**config.mk**
```make
export PLATFORM = sky130hd
export DESIGN_NAME = mutative_switch_policy_flat
export DESIGN_NICKNAME = d
export VERILOG_FILES = /design/src/rtl/mutative_switch_policy_if.sv /design/src/rtl/mutative_switch_policy.sv /design/src/flat_wrapper.sv
export SDC_FILE = /design/constraint.sdc
export NUM_CORES = 1
export LEC_CHECK = 0
export BUFFER_PORTS_ARGS = -buffer_cell sky130_fd_sc_hd__buf_2
export CORE_MARGIN = 2
export CORE_UTILIZATION = 59
export CTS_BUF_LIST = sky130_fd_sc_hd__clkbuf_8
export CTS_CLUSTER_DIAMETER = 100
export DETAILED_ROUTE_END_ITERATION = 10
export GPL_ROUTABILITY_DRIVEN = 0
export PLACE_DENSITY = 0.84
export SLEW_MARGIN = 20
export SYNTH_ARGS = -nofsm -noshare
export SYNTH_HDL_FRONTEND = slang
export SYNTH_SLANG_ARGS = --single-unit
```
**constraint.sdc**
```tcl
create_clock -name clk -period 3.2 [get_ports clk]
set_clock_uncertainty 0.15 [all_clocks]
set_input_delay 0.48 -clock clk [delete_from_list [all_inputs] [get_ports clk]]
set_output_delay 0.48 -clock clk [all_outputs]
set_load 0.02 [all_outputs]
```
**src/rtl/mutative_switch_policy_if.sv**
```systemverilog
// Bundles the access-classification flags, the switch request handshake and the
// policy status outputs exchanged between the mutative cache controller and its policy block.
interface mutative_switch_policy_if #(
    parameter int SCORE_W = 16,
    parameter int WC_W    = 7
);
    logic                      access_valid;
    logic                      real_cache_valid;
    logic                      real_cache_hit;
    logic                      full_assoc_hit;
    logic                      real_cache_full;
    logic                      full_assoc_full;
    logic        [1:0]         setup;
    logic                      setup_ready;
    logic                      switch_valid;
    logic                      switch_dir;
    logic signed [SCORE_W-1:0] score;
    logic        [WC_W-1:0]    window_count;
    logic        [15:0]        switch_count;

    modport master (
        output access_valid, real_cache_valid, real_cache_hit, full_assoc_hit,
               real_cache_full, full_assoc_full, setup, setup_ready,
        input  switch_valid, switch_dir, score, window_count, switch_count
    );

    modport slave (
        input  access_valid, real_cache_valid, real_cache_hit, full_assoc_hit,
               real_cache_full, full_assoc_full, setup, setup_ready,
        output switch_valid, switch_dir, score, window_count, switch_count
    );
endinterface

```
**src/rtl/mutative_switch_policy.sv**
```systemverilog
// Scores conflict vs capacity misses over a fixed access window and requests an
// associativity step up or down from the cache controller at each window end.
module mutative_switch_policy #(
    parameter int WINDOW       = 64,
    parameter int UP_THRESH    = 32,
    parameter int DOWN_THRESH  = 16,
    parameter int CONFLICT_INC = 2,
    parameter int CAPACITY_DEC = 1,
    parameter int COOLDOWN     = 16,
    parameter int SCORE_W      = 16
) (
    input  logic                     clk,
    input  logic                     rst,
    mutative_switch_policy_if.slave  bus
);
    localparam int WC_W = $clog2(WINDOW) + 1;
    localparam int CD_W = (COOLDOWN > 1) ? $clog2(COOLDOWN) : 1;

    localparam logic        [WC_W-1:0]    WC_LAST = WC_W'(WINDOW - 1);
    localparam logic        [CD_W-1:0]    CD_LAST = CD_W'((COOLDOWN > 0) ? COOLDOWN - 1 : 0);
    localparam logic signed [SCORE_W-1:0] UP_TH   = SCORE_W'(UP_THRESH);
    localparam logic signed [SCORE_W-1:0] DN_TH   = SCORE_W'(-DOWN_THRESH);
    localparam logic signed [SCORE_W-1:0] CONF_D  = SCORE_W'(CONFLICT_INC);
    localparam logic signed [SCORE_W-1:0] CAP_D   = SCORE_W'(-CAPACITY_DEC);

    typedef enum logic [1:0] {S_COUNT, S_EVAL, S_REQ, S_COOLDOWN} state_t;

    state_t                    state_q, state_d;
    logic signed [SCORE_W-1:0] score_q, score_d;
    logic        [WC_W-1:0]    wcnt_q, wcnt_d;
    logic        [CD_W-1:0]    cd_q, cd_d;
    logic        [15:0]        swcnt_q, swcnt_d;
    logic                      dir_q, dir_d;
    logic                      valid_q, valid_d;

    logic conflict_w, capacity_w, go_up_w, go_dn_w;

    // One extra bit of headroom exposes overflow as a sign mismatch.
    function automatic logic signed [SCORE_W-1:0] sat_add(
        input logic signed [SCORE_W-1:0] a,
        input logic signed [SCORE_W-1:0] b
    );
        logic signed [SCORE_W:0] s;
        s = {a[SCORE_W-1], a} + {b[SCORE_W-1], b};
        if (s[SCORE_W] != s[SCORE_W-1])
            sat_add = s[SCORE_W] ? {1'b1, {(SCORE_W-1){1'b0}}} : {1'b0, {(SCORE_W-1){1'b1}}};
        else
            sat_add = s[SCORE_W-1:0];
    endfunction

    assign conflict_w = bus.access_valid && bus.real_cache_valid && !bus.real_cache_hit &&
                        (bus.full_assoc_hit || !bus.real_cache_full);
    assign capacity_w = bus.access_valid && bus.real_cache_valid && !bus.real_cache_hit &&
                        !bus.full_assoc_hit && bus.real_cache_full && bus.full_assoc_full;
    assign go_up_w    = (score_q >= UP_TH) && (bus.setup != 2'd3);
    assign go_dn_w    = (score_q <= DN_TH) && (bus.setup != 2'd0);

    always_ff @(posedge clk) begin
        if (!rst) state_q <= S_COUNT;
        else      state_q <= state_d;
    end

    always_comb begin
        state_d = state_q;
        case (state_q)
            S_COUNT:    if (bus.access_valid && wcnt_q == WC_LAST) state_d = S_EVAL;
            S_EVAL:     state_d = (go_up_w || go_dn_w) ? S_REQ : S_COUNT;
            S_REQ:      if (bus.setup_ready) state_d = (COOLDOWN == 0) ? S_COUNT : S_COOLDOWN;
            S_COOLDOWN: if (bus.access_valid && cd_q == CD_LAST) state_d = S_COUNT;
            default:    state_d = S_COUNT;
        endcase
    end

    always_comb begin
        score_d = score_q;
        wcnt_d  = wcnt_q;
        cd_d    = cd_q;
        swcnt_d = swcnt_q;
        dir_d   = dir_q;
        case (state_q)
            S_COUNT: begin
                if (bus.access_valid) wcnt_d = wcnt_q + WC_W'(1);
                if (conflict_w)      score_d = sat_add(score_q, CONF_D);
                else if (capacity_w) score_d = sat_add(score_q, CAP_D);
            end
            S_EVAL: begin
                score_d = '0;
                wcnt_d  = '0;
                cd_d    = '0;
                if (go_up_w)      dir_d = 1'b1;
                else if (go_dn_w) dir_d = 1'b0;
            end
            S_REQ: begin
                cd_d = '0;
                if (bus.setup_ready) swcnt_d = swcnt_q + 16'd1;
            end
            S_COOLDOWN: begin
                if (bus.access_valid) cd_d = cd_q + CD_W'(1);
                if (state_d == S_COUNT) begin
                    score_d = '0;
                    wcnt_d  = '0;
                end
            end
            default: ;
        endcase
        valid_d = (state_d == S_REQ);
    end

    always_ff @(posedge clk) begin
        if (!rst) begin
            score_q <= '0;
            wcnt_q  <= '0;
            cd_q    <= '0;
            swcnt_q <= '0;
            dir_q   <= 1'b0;
            valid_q <= 1'b0;
        end else begin
            score_q <= score_d;
            wcnt_q  <= wcnt_d;
            cd_q    <= cd_d;
            swcnt_q <= swcnt_d;
            dir_q   <= dir_d;
            valid_q <= valid_d;
        end
    end

    assign bus.switch_valid = valid_q;
    assign bus.switch_dir   = dir_q;
    assign bus.score        = score_q;
    assign bus.window_count = wcnt_q;
    assign bus.switch_count = swcnt_q;
endmodule

```
**src/flat_wrapper.sv**
```systemverilog
// flat-port wrapper written by rule: the top's interface ports become plain ports
module mutative_switch_policy_flat 
#(
    parameter int WINDOW       = 64,
    parameter int UP_THRESH    = 32,
    parameter int DOWN_THRESH  = 16,
    parameter int CONFLICT_INC = 2,
    parameter int CAPACITY_DEC = 1,
    parameter int COOLDOWN     = 16,
    parameter int SCORE_W      = 16
)
  (clk, rst, bus_access_valid, bus_real_cache_valid, bus_real_cache_hit, bus_full_assoc_hit, bus_real_cache_full, bus_full_assoc_full, bus_setup, bus_setup_ready, bus_switch_valid, bus_switch_dir, bus_score, bus_window_count, bus_switch_count);
  mutative_switch_policy_if #(.SCORE_W(SCORE_W), .WC_W(($clog2(WINDOW) + 1))) bus_i ();
  input  logic clk;
  input  logic rst;
  input wire logic [$bits(bus_i.access_valid)-1:0] bus_access_valid;
  input wire logic [$bits(bus_i.real_cache_valid)-1:0] bus_real_cache_valid;
  input wire logic [$bits(bus_i.real_cache_hit)-1:0] bus_real_cache_hit;
  input wire logic [$bits(bus_i.full_assoc_hit)-1:0] bus_full_assoc_hit;
  input wire logic [$bits(bus_i.real_cache_full)-1:0] bus_real_cache_full;
  input wire logic [$bits(bus_i.full_assoc_full)-1:0] bus_full_assoc_full;
  input wire logic [$bits(bus_i.setup)-1:0] bus_setup;
  input wire logic [$bits(bus_i.setup_ready)-1:0] bus_setup_ready;
  output wire logic [$bits(bus_i.switch_valid)-1:0] bus_switch_valid;
  output wire logic [$bits(bus_i.switch_dir)-1:0] bus_switch_dir;
  output wire logic [$bits(bus_i.score)-1:0] bus_score;
  output wire logic [$bits(bus_i.window_count)-1:0] bus_window_count;
  output wire logic [$bits(bus_i.switch_count)-1:0] bus_switch_count;
  assign bus_i.access_valid = bus_access_valid;
  assign bus_i.real_cache_valid = bus_real_cache_valid;
  assign bus_i.real_cache_hit = bus_real_cache_hit;
  assign bus_i.full_assoc_hit = bus_full_assoc_hit;
  assign bus_i.real_cache_full = bus_real_cache_full;
  assign bus_i.full_assoc_full = bus_full_assoc_full;
  assign bus_i.setup = bus_setup;
  assign bus_i.setup_ready = bus_setup_ready;
  assign bus_switch_valid = bus_i.switch_valid;
  assign bus_switch_dir = bus_i.switch_dir;
  assign bus_score = bus_i.score;
  assign bus_window_count = bus_i.window_count;
  assign bus_switch_count = bus_i.switch_count;
  mutative_switch_policy #(.WINDOW(WINDOW), .UP_THRESH(UP_THRESH), .DOWN_THRESH(DOWN_THRESH), .CONFLICT_INC(CONFLICT_INC), .CAPACITY_DEC(CAPACITY_DEC), .COOLDOWN(COOLDOWN), .SCORE_W(SCORE_W)) u_core (.clk(clk), .rst(rst), .bus(bus_i));
endmodule
```
==> results by stage, run 1 <==
Min path:
- Counting instances, the worst hold path has a depth of 2.
- The worst hold path begins at u_core.bus.switch_dir.
- The kind of path behind the tightest hold check is flip-flop to flip-flop.
- For hold timing, the worst endpoint is u_core.bus.switch_dir.

Yosys:
- Summed over all instances, the cell type with the most area after synthesis is sky130_fd_sc_hd__dfxtp_1.
- By area the synthesized netlist is led by sky130_fd_sc_hd__dfxtp_1, sky130_fd_sc_hd__ha_1, sky130_fd_sc_hd__nand2_1.
- The synthesized netlist net count is 422.
- Counting instances in the post-synthesis netlist gives the leading cell types as sky130_fd_sc_hd__dfxtp_1, sky130_fd_sc_hd__nand2_1, sky130_fd_sc_hd__o21ai_0.
- Summing every instance area after synthesis gives 3150 µm².
- The top flip-flop cell by instance count after synthesis is sky130_fd_sc_hd__dfxtp_1.
- The average instance in the mapped netlist occupies 7.93 µm².
- The post-synthesis instance total is 397.
- The number of synthesized register bits is 47.
- The post-synthesis cell type count is 60.
- The most instantiated library cell after synthesis is sky130_fd_sc_hd__dfxtp_1.
- Yosys printed 0 warnings.
- Sequential cells were found to cover 29.9% of the synthesized design area.
- The number of flops mapped to enable cells by yosys is 0.
- The async set-reset flop share out of synthesis is 0%.
- After synthesis, the largest area contributor takes up 29.9% of total cell area.

Timing:
- The clock period minus final worst setup slack is 2970 ps.
- In the finished design, the share of the clock period the worst path needs comes to 92.7%.
- Setup violations remaining at the end of the flow were counted as 0.
- The final hold violation count came to 0.
- The tightest slew margin relative to the limit is 63.6%.
- The timing-limited maximum frequency is 337 MHz.
- The final count of pins violating max slew came to 0.
- Setup slack closes at 235 ps.
- For the pin with the worst max-slew slack, the measured transition is 545 ps.

Clock tree:
- Clock-pin slew was measured on the worst setup and hold paths at 90 ps.
- The buffer depth of the longest clock path is 2.
- In this run the number of H-tree levels came out at 2.
- The cell chosen for the clock root is sky130_fd_sc_hd__clkbuf_8.
- The worst-skew pair later-pin latency is 310 ps.
- Clock tree synthesis inserted a total of 5 buffers.
- The CTS tree is done.
- Counting every sink on the clock net gives 47.

Floorplanning:
- After floorplanning, the core was sized to cover 5140 µm².
- The overall die area is 5940 µm².
- The die boundary width is 77.0 µm.
- 52 I/O pins were placed.
- The starting utilization of the core area is 61.2%.
- The die is 77.0 µm tall.
- The number of placement rows is 26.

Run:
- The reported max-cap violation count is 0.

Setup path:
- Data on the critical path is required at its endpoint by 3310 ps.
- In this run the worst path has a maximum fanout of 12.
- The worst setup slack for register-to-register paths is 230 ps.
- The number of cells on the worst reg-to-reg path is 10.
- The data arrival time of the critical path is 3070 ps.
- The worst setup path is of the flip-flop to flip-flop kind.
- The worst register-to-register path begins at u_core.bus.score[3].
- The worst setup path is captured at a flip-flop.
- The startpoint class of the critical path is a flip-flop.
- The worst register-to-register path ends at u_core.bus.score[9].

Detailed routing:
- The via count of the routed design is 3,123.
- Dividing the detail-routed wire length by the instance count gives 15.4 µm.
- The ratio of routed vias to standard cells is 6.09.
- After the first detailed-routing iteration, the DRC count stood at 210.
- The final layout contains routed wiring with a total length of 7910 µm.
- In this run the remaining antenna-violating nets after routing total 0.
- The first-pass iteration count of the detailed router is 6.
- The number of design rule violations left after detail routing is 0.

Power and ir drop:
- The leakage dissipation is 1.54 nW.
- The internal power of the cells totals 1.06 mW.
- The clock network burns 29.4% of the power.
- The share of total power dissipated in sequential elements is 39.6%.
- The net switching power is 0.557 mW.
- The share of total power dissipated in combinational logic is 31.0%.
- The switching power as a share of total power is 34.4%.
- For this design the ratio of total power to cell area is 451 nW/µm².
- Across the VDD grid, the largest voltage drop is 0.000286 V.

Placed design:
- At the placement stage, the worst setup path has a slack of 174 ps.
- In this run the cell area measured after placement is 3460 µm².
- In this run the tool buffered the top-level ports with 51 buffer cells.
- Detailed placement finished with a half-perimeter wire length of 5760 µm.

GRT:
- Entering global routing, the biggest net connects 40 pins.
- Across every metal layer, demand over resource in global routing totals 27.2%.
- The first global-routing pass estimated 13,200 µm of wire.
- The via count of the first global-routing pass is 2,851.
- The total overflow reported by the global router is 0.
- The number of antenna violations at the first check in global routing came to 0.

Final layout:
- The layout cell share with drive strength beyond 1 is 20.1%.
- The area added between synthesis and finish is 14.0%.
- After routing the design area is 3590 µm².
- The antenna cell count is 0.
- The number of fill cells in the layout is 434.
- The final net count is 467.
- Summing all flip-flop and latch instances after layout gives 946 µm².
- The multi-input combinational cells in the finished layout cover a total of 2040 µm².

Status:
- The flow ran to the end, and the final reports show no timing, DRC or antenna violations.
==> flip-flops by register name, indices dropped and copies added (netlist names) <==
register                 count
u_core.state_q               2
u_core.bus.switch_dir        1
u_core.bus.switch_valid      1
u_core.bus.switch_count     16
u_core.bus.score            16
u_core.bus.window_count      7
u_core.cd_q                  4
==> worst max path at each step <==
stage               slack (ps)                  end                 from  cells after the start
global route               -10  u_core.bus.score[7]  u_core.bus.score[3]                     10
detailed placement         170  u_core.bus.score[9]  u_core.bus.score[2]                     12
finish                     230  u_core.bus.score[9]  u_core.bus.score[3]                     10
CTS                        160  u_core.bus.score[9]  u_core.bus.score[2]                     12
floorplan                  170  u_core.bus.score[9]  u_core.bus.score[2]                     13
global placement           300  u_core.bus.score[9]  u_core.bus.score[2]                     12
==> per-layer routing <==
metal  vias up  track usage (%)  part of all wire, %
met1      1432             34.8                   44
met3        22             5.29                  7.3
met5         -                0                    0
li1       1532                -                    -
met2       137             44.3                   46
met4         0             12.5                  2.5
==> cell type report <==
type / count / share of cell area, %
Clock inverter: 2 / 1.08
Tap cell: 70 / 2.44
Multi-Input combinational cell: 313 / 56.9
Clock buffer: 6 / 2.30
Timing Repair Buffer: 63 / 9.63
Inverter: 12 / 1.26
Sequential cell: 47 / 26.4
==> critical path, stage by stage, from the launching register on <==
cell and delay [ps]:
sky130_fd_sc_hd__dfxtp_1 530, sky130_fd_sc_hd__and3_1 260, sky130_fd_sc_hd__and3_1 220, sky130_fd_sc_hd__nand3_1 130
sky130_fd_sc_hd__o21ai_0 290, sky130_fd_sc_hd__ha_1 360, sky130_fd_sc_hd__nand2_2 210, sky130_fd_sc_hd__nor2_1 70
sky130_fd_sc_hd__a311o_1 300, sky130_fd_sc_hd__a21boi_0 180, sky130_fd_sc_hd__o221a_2 210
==> logic make-up (layout without fill, tap and decap cells) <==
group / Yosys count / after routing / synth area share [%]
multiplexers: 3 / 3 / 0.954
XOR/XNOR: 14 / 14 / 3.90
buffers and inverters: 37 / 83 / 5.37
AND/OR/NAND/NOR: 164 / 164 / 28.1
AO/OA/AOI/OAI: 118 / 118 / 26.2
adder cells (fa/ha/maj): 14 / 14 / 5.56
flip-flops: 47 / 47 / 29.9
==> power by group through the flow <==
stage	Combinational (mW)	Clock, mW	Sequential, mW
after floorplan	0.355	0	0.658
after global placement	0.478	0	0.651
after detailed placement	0.484	0	0.652
after CTS	0.489	0.481	0.639
after global routing	0.545	0.500	0.646
final	0.501	0.476	0.641
==> layout by cell type, fill, tap and decap left out, types with 3 or more instances in the layout <==
master / synthesis / routed
sky130_fd_sc_hd__o22ai_1: 6 / 6
sky130_fd_sc_hd__a22o_1: 9 / 9
sky130_fd_sc_hd__a211o_1: 5 / 5
sky130_fd_sc_hd__or3_1: 8 / 8
sky130_fd_sc_hd__buf_2: 9 / 51
sky130_fd_sc_hd__o21ai_0: 29 / 29
sky130_fd_sc_hd__nand2b_1: 4 / 4
sky130_fd_sc_hd__nand2_1: 44 / 43
sky130_fd_sc_hd__a21o_1: 3 / 3
sky130_fd_sc_hd__nand3b_1: 3 / 3
sky130_fd_sc_hd__dfxtp_1: 47 / 43
sky130_fd_sc_hd__xnor2_1: 12 / 12
sky130_fd_sc_hd__clkbuf_8: 0 / 6
sky130_fd_sc_hd__and3_1: 7 / 6
sky130_fd_sc_hd__a221o_1: 3 / 3
sky130_fd_sc_hd__o221ai_1: 4 / 4
sky130_fd_sc_hd__nor2b_1: 9 / 9
sky130_fd_sc_hd__a21boi_0: 14 / 14
sky130_fd_sc_hd__buf_4: 3 / 12
sky130_fd_sc_hd__dfxtp_2: 0 / 4
sky130_fd_sc_hd__o211a_1: 3 / 3
sky130_fd_sc_hd__ha_1: 14 / 14
sky130_fd_sc_hd__mux2i_1: 3 / 3
sky130_fd_sc_hd__nor3b_1: 3 / 3
sky130_fd_sc_hd__nor2_1: 22 / 22
sky130_fd_sc_hd__nand4_1: 8 / 8
sky130_fd_sc_hd__o211ai_1: 3 / 3
sky130_fd_sc_hd__and2_1: 15 / 15
sky130_fd_sc_hd__nand3_1: 15 / 15
sky130_fd_sc_hd__nor3_1: 12 / 12
sky130_fd_sc_hd__inv_1: 12 / 12
sky130_fd_sc_hd__a21oi_1: 20 / 20
==> stage by stage <==
stage | power (mW) | hold WS, ps | std cells | TNS, ps | util, %
floorplan | 1.01 | 351 | 397 | 0 | -
global placement | 1.13 | 314 | 505 | 0 | 67.3
detailed placement | 1.14 | 314 | 505 | 0 | 67.3
CTS | 1.61 | 345 | 513 | 0 | 69.6
global route | 1.69 | 381 | 513 | -14.0 | 69.8
finish | 1.62 | 339 | 513 | 0 | 69.8
==> timing repair <==
action	4_1_cts	5_1_grt
resized for setup	0	6
endpoints found under the setup margin	0	12
hold buffers	0	0
setup buffers	0	0
(Power assumes the default switching activity.)
==> run 2, diff against run 1 <==
Settings changed: CORE_UTILIZATION 59 to 57, CTS_BUF_LIST sky130_fd_sc_hd__clkbuf_8 to default, PLACE_DENSITY 0.84 to 0.82.
==> results by stage, run 2 (same netlist as run 1, synthesis figures left out) <==
Setup path:
- The data arrival time of the critical path was 3130 ps (+60 ps).
- The data required time at the worst endpoint is 3290 ps (-20 ps).
- The maximum fanout along the worst path is 9 (-3).
- The nature of the critical path endpoint is a flip-flop.
- The startpoint class of the critical path is a flip-flop.
- The kind of critical path is flip-flop to flip-flop.

Detailed routing:
- The first-pass iteration count of the detailed router is 6 (unchanged).
- The via count of the routed design is 3,213 (+2.9%).
- The total detailed-routing wirelength is 8270 µm (+4.6%).
- The wire length per cell after detailed routing is 16.0 µm (+3.8%).
- The ratio of routed vias to standard cells is 6.21 (+2.1%).
- The number of design rule violations left after detail routing was 0 (unchanged).
- The remaining antenna violation count is 0 (unchanged).
- The number of violations reported at the end of detailed-routing iteration 0 is 304 (+45%).

Floorplanning:
- The top-level port count came to 52 (unchanged).
- The number of placement rows is 27 (+3.8%).
- The overall die area was 6130 µm² (+3.3%).
- The starting utilization of the core area is 58.2% (-3.0 points).
- The die extent in y was 78.3 µm (+1.6%).
- The die boundary width came to 78.3 µm (+1.6%).
- The core area came to 5410 µm² (+5.2%).

Timing:
- Setup repair after global routing left no endpoint under its margin.
- The clock period minus final worst setup slack is 3040 ps (+78.1 ps).
- The tightest slew margin relative to the limit is 57.4% (-6.2 points).
- The summed negative setup slack over all endpoints is 0 ps (unchanged).
- The final hold violation count is 0 (unchanged).
- The timing-limited maximum frequency is 329 MHz (-2.6%).
- The final count of pins violating max slew is 0 (unchanged).
- The slew at the pin with the worst max-slew slack was 640 ps (+94.3 ps).
- The setup violation total in the final timing report is 0 (unchanged).
- The post-route fraction of the period consumed by the critical path is 95.1% (+2.4 points).

Clock tree:
- The clock slew seen by the registers of the worst setup and hold paths is 90 ps (about the same).
- TritonCTS built the clock tree.
- The buffer depth of the longest clock path was 2 (unchanged).
- The number of clock sinks seen by CTS was 47 (unchanged).
- The worst-skew pair later-pin latency is 310 ps (about the same).
- The number of clock buffers inserted by TritonCTS is 5 (unchanged).
- The cell chosen for the clock root is sky130_fd_sc_hd__clkbuf_8.
- The level count of the clock H-tree is 2 (unchanged).

Final layout:
- The most common cell after layout, fill and taps aside is sky130_fd_sc_hd__buf_2.
- The final net count came to 469 (+0.43%).
- The antenna cell count is 0 (unchanged).
- Compared with the post-synthesis result, the final layout area differs by 13.6%.
- The final core utilization was 66.2% (-3.6 points).
- The post-route non-filler standard cell count is 517 (+0.78%).
- In the layout the commonest cells are sky130_fd_sc_hd__buf_2, sky130_fd_sc_hd__dfxtp_1, sky130_fd_sc_hd__nand2_1, sky130_fd_sc_hd__o21ai_0, sky130_fd_sc_hd__nor2_1.
- The layout cell share with drive strength beyond 1 is 19.6% (-0.54 points).

GRT:
- The combined global-route utilization of all metal layers is 26.5% (-0.68 points).
- The total overflow reported by the global router was 0 (unchanged).
- The largest net degree at the start of global routing is 40 (unchanged).
- The via count of the first global-routing pass is 2,889 (+1.3%).
- The number of antenna violations at the first check in global routing came to 0 (unchanged).
- The first-pass GRT wire length is 13,400 µm (+1.1%).

Power and ir drop:
- The total power per unit cell area is 433 nW/µm² (-4.1%).
- The final total power was 1.55 mW (-4.4%).
- The worst-case vdd ir drop is 0.000227 V (-21%).
- The leakage dissipation is 1.53 nW (-0.28%).

Placed design:
- The detailed placer's ending HPWL is 5950 µm (+3.4%).
- The number of port buffers is 51 (unchanged).
- The placed cell count came to 509 (+0.79%).

Run:
- The reported max-cap violation count is 0 (unchanged).

Status:
- The run finished with clean final reports.

Min path:
- The kind of path behind the tightest hold check is flip-flop to flip-flop.
[run 2: cell count changes in the layout (fill, tap and decap cells not counted), sizes merged]
cell | before | now
bufinv | 1 | 0
clkinv | 0 | 1
inv | 13 | 12
buf | 63 | 65
clkinvlp | 0 | 1
[run 2: final timing paths]
path,startpoint,to,slack [ps],cells past startpoint
min,u_core.bus.switch_dir,u_core.bus.switch_dir,320,2
min reg2reg,u_core.bus.switch_dir,u_core.bus.switch_dir,320,2
max,u_core.bus.score[1],u_core.bus.score[7],160,12
max reg2reg,u_core.bus.score[1],u_core.bus.score[7],160,12
[run 2: critical path, stage by stage (launching register included)]
cell and delay, ps:
sky130_fd_sc_hd__dfxtp_1 460, sky130_fd_sc_hd__ha_1 270, sky130_fd_sc_hd__nand2_1 90, sky130_fd_sc_hd__nor3_1 260, sky130_fd_sc_hd__nand3_1 170, sky130_fd_sc_hd__nor2_1 160
sky130_fd_sc_hd__xnor2_1 130, sky130_fd_sc_hd__ha_1 330, sky130_fd_sc_hd__and3_2 300, sky130_fd_sc_hd__a221o_1 370, sky130_fd_sc_hd__o21ai_0 80, sky130_fd_sc_hd__nand3b_1 100
sky130_fd_sc_hd__a21boi_0 140
[run 2: layout make-up]
cell class,instances,area [µm²]
Inverter,12,45.0
Sequential cell,47,942
Fill cell,475,1830
Clock inverter,2,16.3
Multi-Input combinational cell,313,2040
Timing Repair Buffer,65,360
Clock buffer,6,82.6
Tap cell,72,90.1
[run 2: power by group]
group / switching [mW] / internal, mW / total (mW)
registers: 0.0330 / 0.604 / 0.637
clock network: 0.218 / 0.177 / 0.394
logic: 0.313 / 0.202 / 0.515
[run 2: repair_timing]
| action | CTS | global route |
|---|---|---|
| resized for setup | 0 | 2 |
| hold buffers | 0 | 0 |
| setup endpoints to repair | 0 | 8 |
| buffers inserted | 0 | 0 |
[run 2: stage by stage]
step | area [µm²] | hold WS (ps) | setup slack [ps]
after CTS | 3570 | 325 | 62.1
after global routing | 3580 | 341 | 20.4
after floorplan | 3150 | 351 | 171
after global placement | 3470 | 316 | 303
final | 3580 | 321 | 157
after detailed placement | 3470 | 312 | 87.8
[run 2: layer usage]
metal / share of wire, % / vias up / global-route usage, %
met2: 46 / 159 / 45.3
met5: 0 / - / 0
met1: 44 / 1477 / 33.4
li1: - / 1542 / -
met3: 7.3 / 35 / 4.02
met4: 3.0 / 0 / 10.9
==> run 3, diff against run 2 <==
Settings changed: CORE_UTILIZATION 57 to 59, CTS_BUF_LIST from default to sky130_fd_sc_hd__clkbuf_4, PLACE_DENSITY 0.82 to 0.84.
==> results by stage, run 3 (same netlist as run 1, synthesis figures left out) <==
Timing:
- The clock period minus final worst setup slack is 2990 ps (-53.3 ps).
- The final count of pins violating max slew came to 0 (unchanged).
- The timing-limited maximum frequency is 334 MHz (+1.8%).
- The summed negative setup slack over all endpoints came to 0 ps (unchanged).
- The final hold violation count is 0 (unchanged).
- The post-route fraction of the period consumed by the critical path is 93.4% (-1.7 points).
- The setup violation total in the final timing report is 0 (unchanged).
- The tightest slew margin relative to the limit is 62.2% (+4.9 points).
- The slew at the pin with the worst max-slew slack came to 565 ps (-74.3 ps).
- Setup repair after global routing left no endpoint under its margin.

GRT:
- The total overflow reported by the global router came to 0 (unchanged).
- The largest net degree at the start of global routing is 40 (unchanged).
- The combined global-route utilization of all metal layers is 27.0% (+0.44 points).
- The first-pass GRT wire length came to 13,200 µm (-1.7%).
- The number of antenna violations at the first check in global routing is 0 (unchanged).
- The via count of the first global-routing pass was 2,849 (-1.4%).

Floorplanning:
- The starting utilization of the core area came to 61.2% (+3.0 points).
- The overall die area came to 5940 µm² (-3.2%).
- The number of placement rows is 26 (-3.7%).
- The top-level port count is 52 (unchanged).
- The die extent in y is 77.0 µm (-1.6%).
- The die boundary width is 77.0 µm (-1.6%).
- The core area was 5140 µm² (-4.9%).

Power and ir drop:
- The net switching power is 0.547 mW (-3.0%).
- The worst-case vdd ir drop was 0.000237 V (+4.3%).
- The fraction of power consumed by sequential logic was 42.4% (+1.2 points).
- The total power per unit cell area was 428 nW/µm² (-1.1%).
- The internal portion of total power came to 0.970 mW (-1.3%).
- The switching power as a share of total power came to 36.0% (-0.42 points).
- The clock network fraction of total power was 24.6% (-0.9 points).
- The leakage dissipation is 1.52 nW (-0.90%).
- The share of power burned in combinational logic was 33.1% (-0.2 points).
- The final total power was 1.52 mW (-1.9%).

Clock tree:
- The level count of the clock H-tree is 2 (unchanged).
- The clock slew seen by the registers of the worst setup and hold paths came to 150 ps (+60 ps).
- The number of gates given a new drive strength after cts was 0 (unchanged).
- The hold buffer count at CTS was 0 (unchanged).
- The buffers inserted during post-CTS setup optimization is 0 (unchanged).
- The number of clock sinks seen by CTS is 47 (unchanged).
- The cell chosen for the clock root is sky130_fd_sc_hd__clkbuf_4.
- The number of clock buffers inserted by TritonCTS is 5 (unchanged).
- The CTS tree is done.
- The worst-skew pair later-pin latency is 390 ps (+80 ps).
- The buffer depth of the longest clock path is 2 (unchanged).

Setup path:
- The setup path with the least slack is of type flip-flop to flip-flop.
- The data arrival time of the critical path is 3120 ps (about the same).
- The worst reg2reg path endpoint is u_core.bus.score[9].
- In this run the worst setup path begins at u_core.bus.score[2].
- The critical path goes through ha_1, nand2_1, nor3_1, nand3_1, nor2_1, xnor2_1, ha_1, and3_2, nand3_1, o211ai_1, a21boi_0, o221a_2.
- The worst setup path is launched from a flip-flop.
- The worst setup slack for register-to-register paths was 210 ps (+50 ps).
- The number of cells on the worst reg-to-reg path is 12 (unchanged).
- The worst setup path is captured at a flip-flop.
- The maximum fanout along the worst path is 9 (unchanged).
- The slowest cell on the critical path is sky130_fd_sc_hd__dfxtp_2.
- The origin of the critical flop-to-flop path is u_core.bus.score[2].
- The data required time at the worst endpoint was 3330 ps (+40 ps).
- The delay of the slowest critical-path stage is 440 ps (-20 ps).

Min path:
- The path with the worst hold slack has its endpoint at u_core.bus.switch_dir.
- In this run the most critical hold path is launched from bus_setup[1].
- The kind of path behind the tightest hold check is input port to flip-flop.
- The cell depth of the worst min-delay path is 4 (+2).

Detailed routing:
- The wire length per cell after detailed routing is 15.5 µm (-2.9%).
- The number of design rule violations left after detail routing came to 0 (unchanged).
- The number of violations reported at the end of detailed-routing iteration 0 is 246 (-19%).
- The ratio of routed vias to standard cells is 6.19 (-0.35%).
- The first-pass iteration count of the detailed router was 6 (unchanged).
- The total detailed-routing wirelength is 7970 µm (-3.6%).
- The remaining antenna violation count is 0 (unchanged).
- The via count of the routed design is 3,177 (-1.1%).

Final layout:
- The post-route non-filler standard cell count was 513 (-0.77%).
- The antenna cell count is 0 (unchanged).
- The most common cell after layout, fill and taps aside is sky130_fd_sc_hd__buf_2.
- The layout cell share with drive strength beyond 1 came to 20.1% (+0.54 points).
- The final net count is 467 (-0.43%).
- The area growth from synthesis to layout is 12.7%.
- The number of fill cells in the layout came to 434 (-8.6%).
- The top cell types in the final layout, fill and taps aside, are sky130_fd_sc_hd__buf_2, sky130_fd_sc_hd__nand2_1, sky130_fd_sc_hd__dfxtp_1, sky130_fd_sc_hd__o21ai_0, sky130_fd_sc_hd__nor2_1.

Placed design:
- The detailed placer's ending HPWL is 5760 µm (-3.3%).
- The placed cell count was 505 (-0.79%).
- The number of port buffers is 51 (unchanged).

Status:
- The flow ran to the end, and the final reports show no timing, DRC or antenna violations.

Run:
- The reported max-cap violation count was 0 (unchanged).
==> run 3: worst max-delay path, delay by kind of cell (launching register included) <==
family / cells / cell delay [ps]
adder cells (fa/ha/maj): 2 / 660
AND/OR/NAND/NOR: 6 / 1080
flip-flops: 1 / 440
AO/OA/AOI/OAI: 3 / 480
XOR/XNOR: 1 / 80
==> run 3: worst max path at each step <==
| stage | end | slack (ps) | cells past startpoint |
|---|---|---|---|
| global route | u_core.bus.score[7] | 20 | 10 |
| finish | u_core.bus.score[9] | 210 | 12 |
| detailed placement | u_core.bus.score[9] | 170 | 12 |
| CTS | u_core.bus.score[9] | 140 | 12 |
| floorplan | u_core.bus.score[9] | 170 | 13 |
| global placement | u_core.bus.score[9] | 300 | 12 |
==> run 3: power by group through the flow <==
stage / registers, mW / logic (mW) / clock network (mW)
after floorplan: 0.658 / 0.355 / 0
after global placement: 0.651 / 0.478 / 0
after detailed placement: 0.652 / 0.484 / 0
after CTS: 0.640 / 0.486 / 0.380
after global routing: 0.647 / 0.544 / 0.400
final: 0.643 / 0.502 / 0.373
==> run 3: layout make-up <==
| type | count | area (µm²) | area share, % |
|---|---|---|---|
| well taps | 70 | 87.6 | 2.47 |
| repair buffers | 63 | 345 | 9.74 |
| clock buffers | 5 | 37.5 | 1.06 |
| multi-input cells | 313 | 2040 | 57.6 |
| flip-flops and latches | 47 | 947 | 26.7 |
| clock inverters | 3 | 42.5 | 1.20 |
| inverters | 12 | 45.0 | 1.27 |
==> run 3: routing by layer <==
layer	vias to the layer above	global-route usage, %	routed length [µm]
met4	0	12.3	216
met2	170	43.2	3620
met3	25	5.76	672
li1	1537	-	-
met5	-	0	0
met1	1445	34.8	3470
==> run 3: per-stage QoR <==
stage	area (µm²)	hold WS [ps]	utilization (%)	setup slack, ps
after floorplan	3150	351	-	171
after global placement	3460	314	67.3	296
after detailed placement	3460	314	67.3	174
after CTS	3540	329	68.8	136
after global routing	3550	368	69.0	18.0
final	3550	334	69.0	210
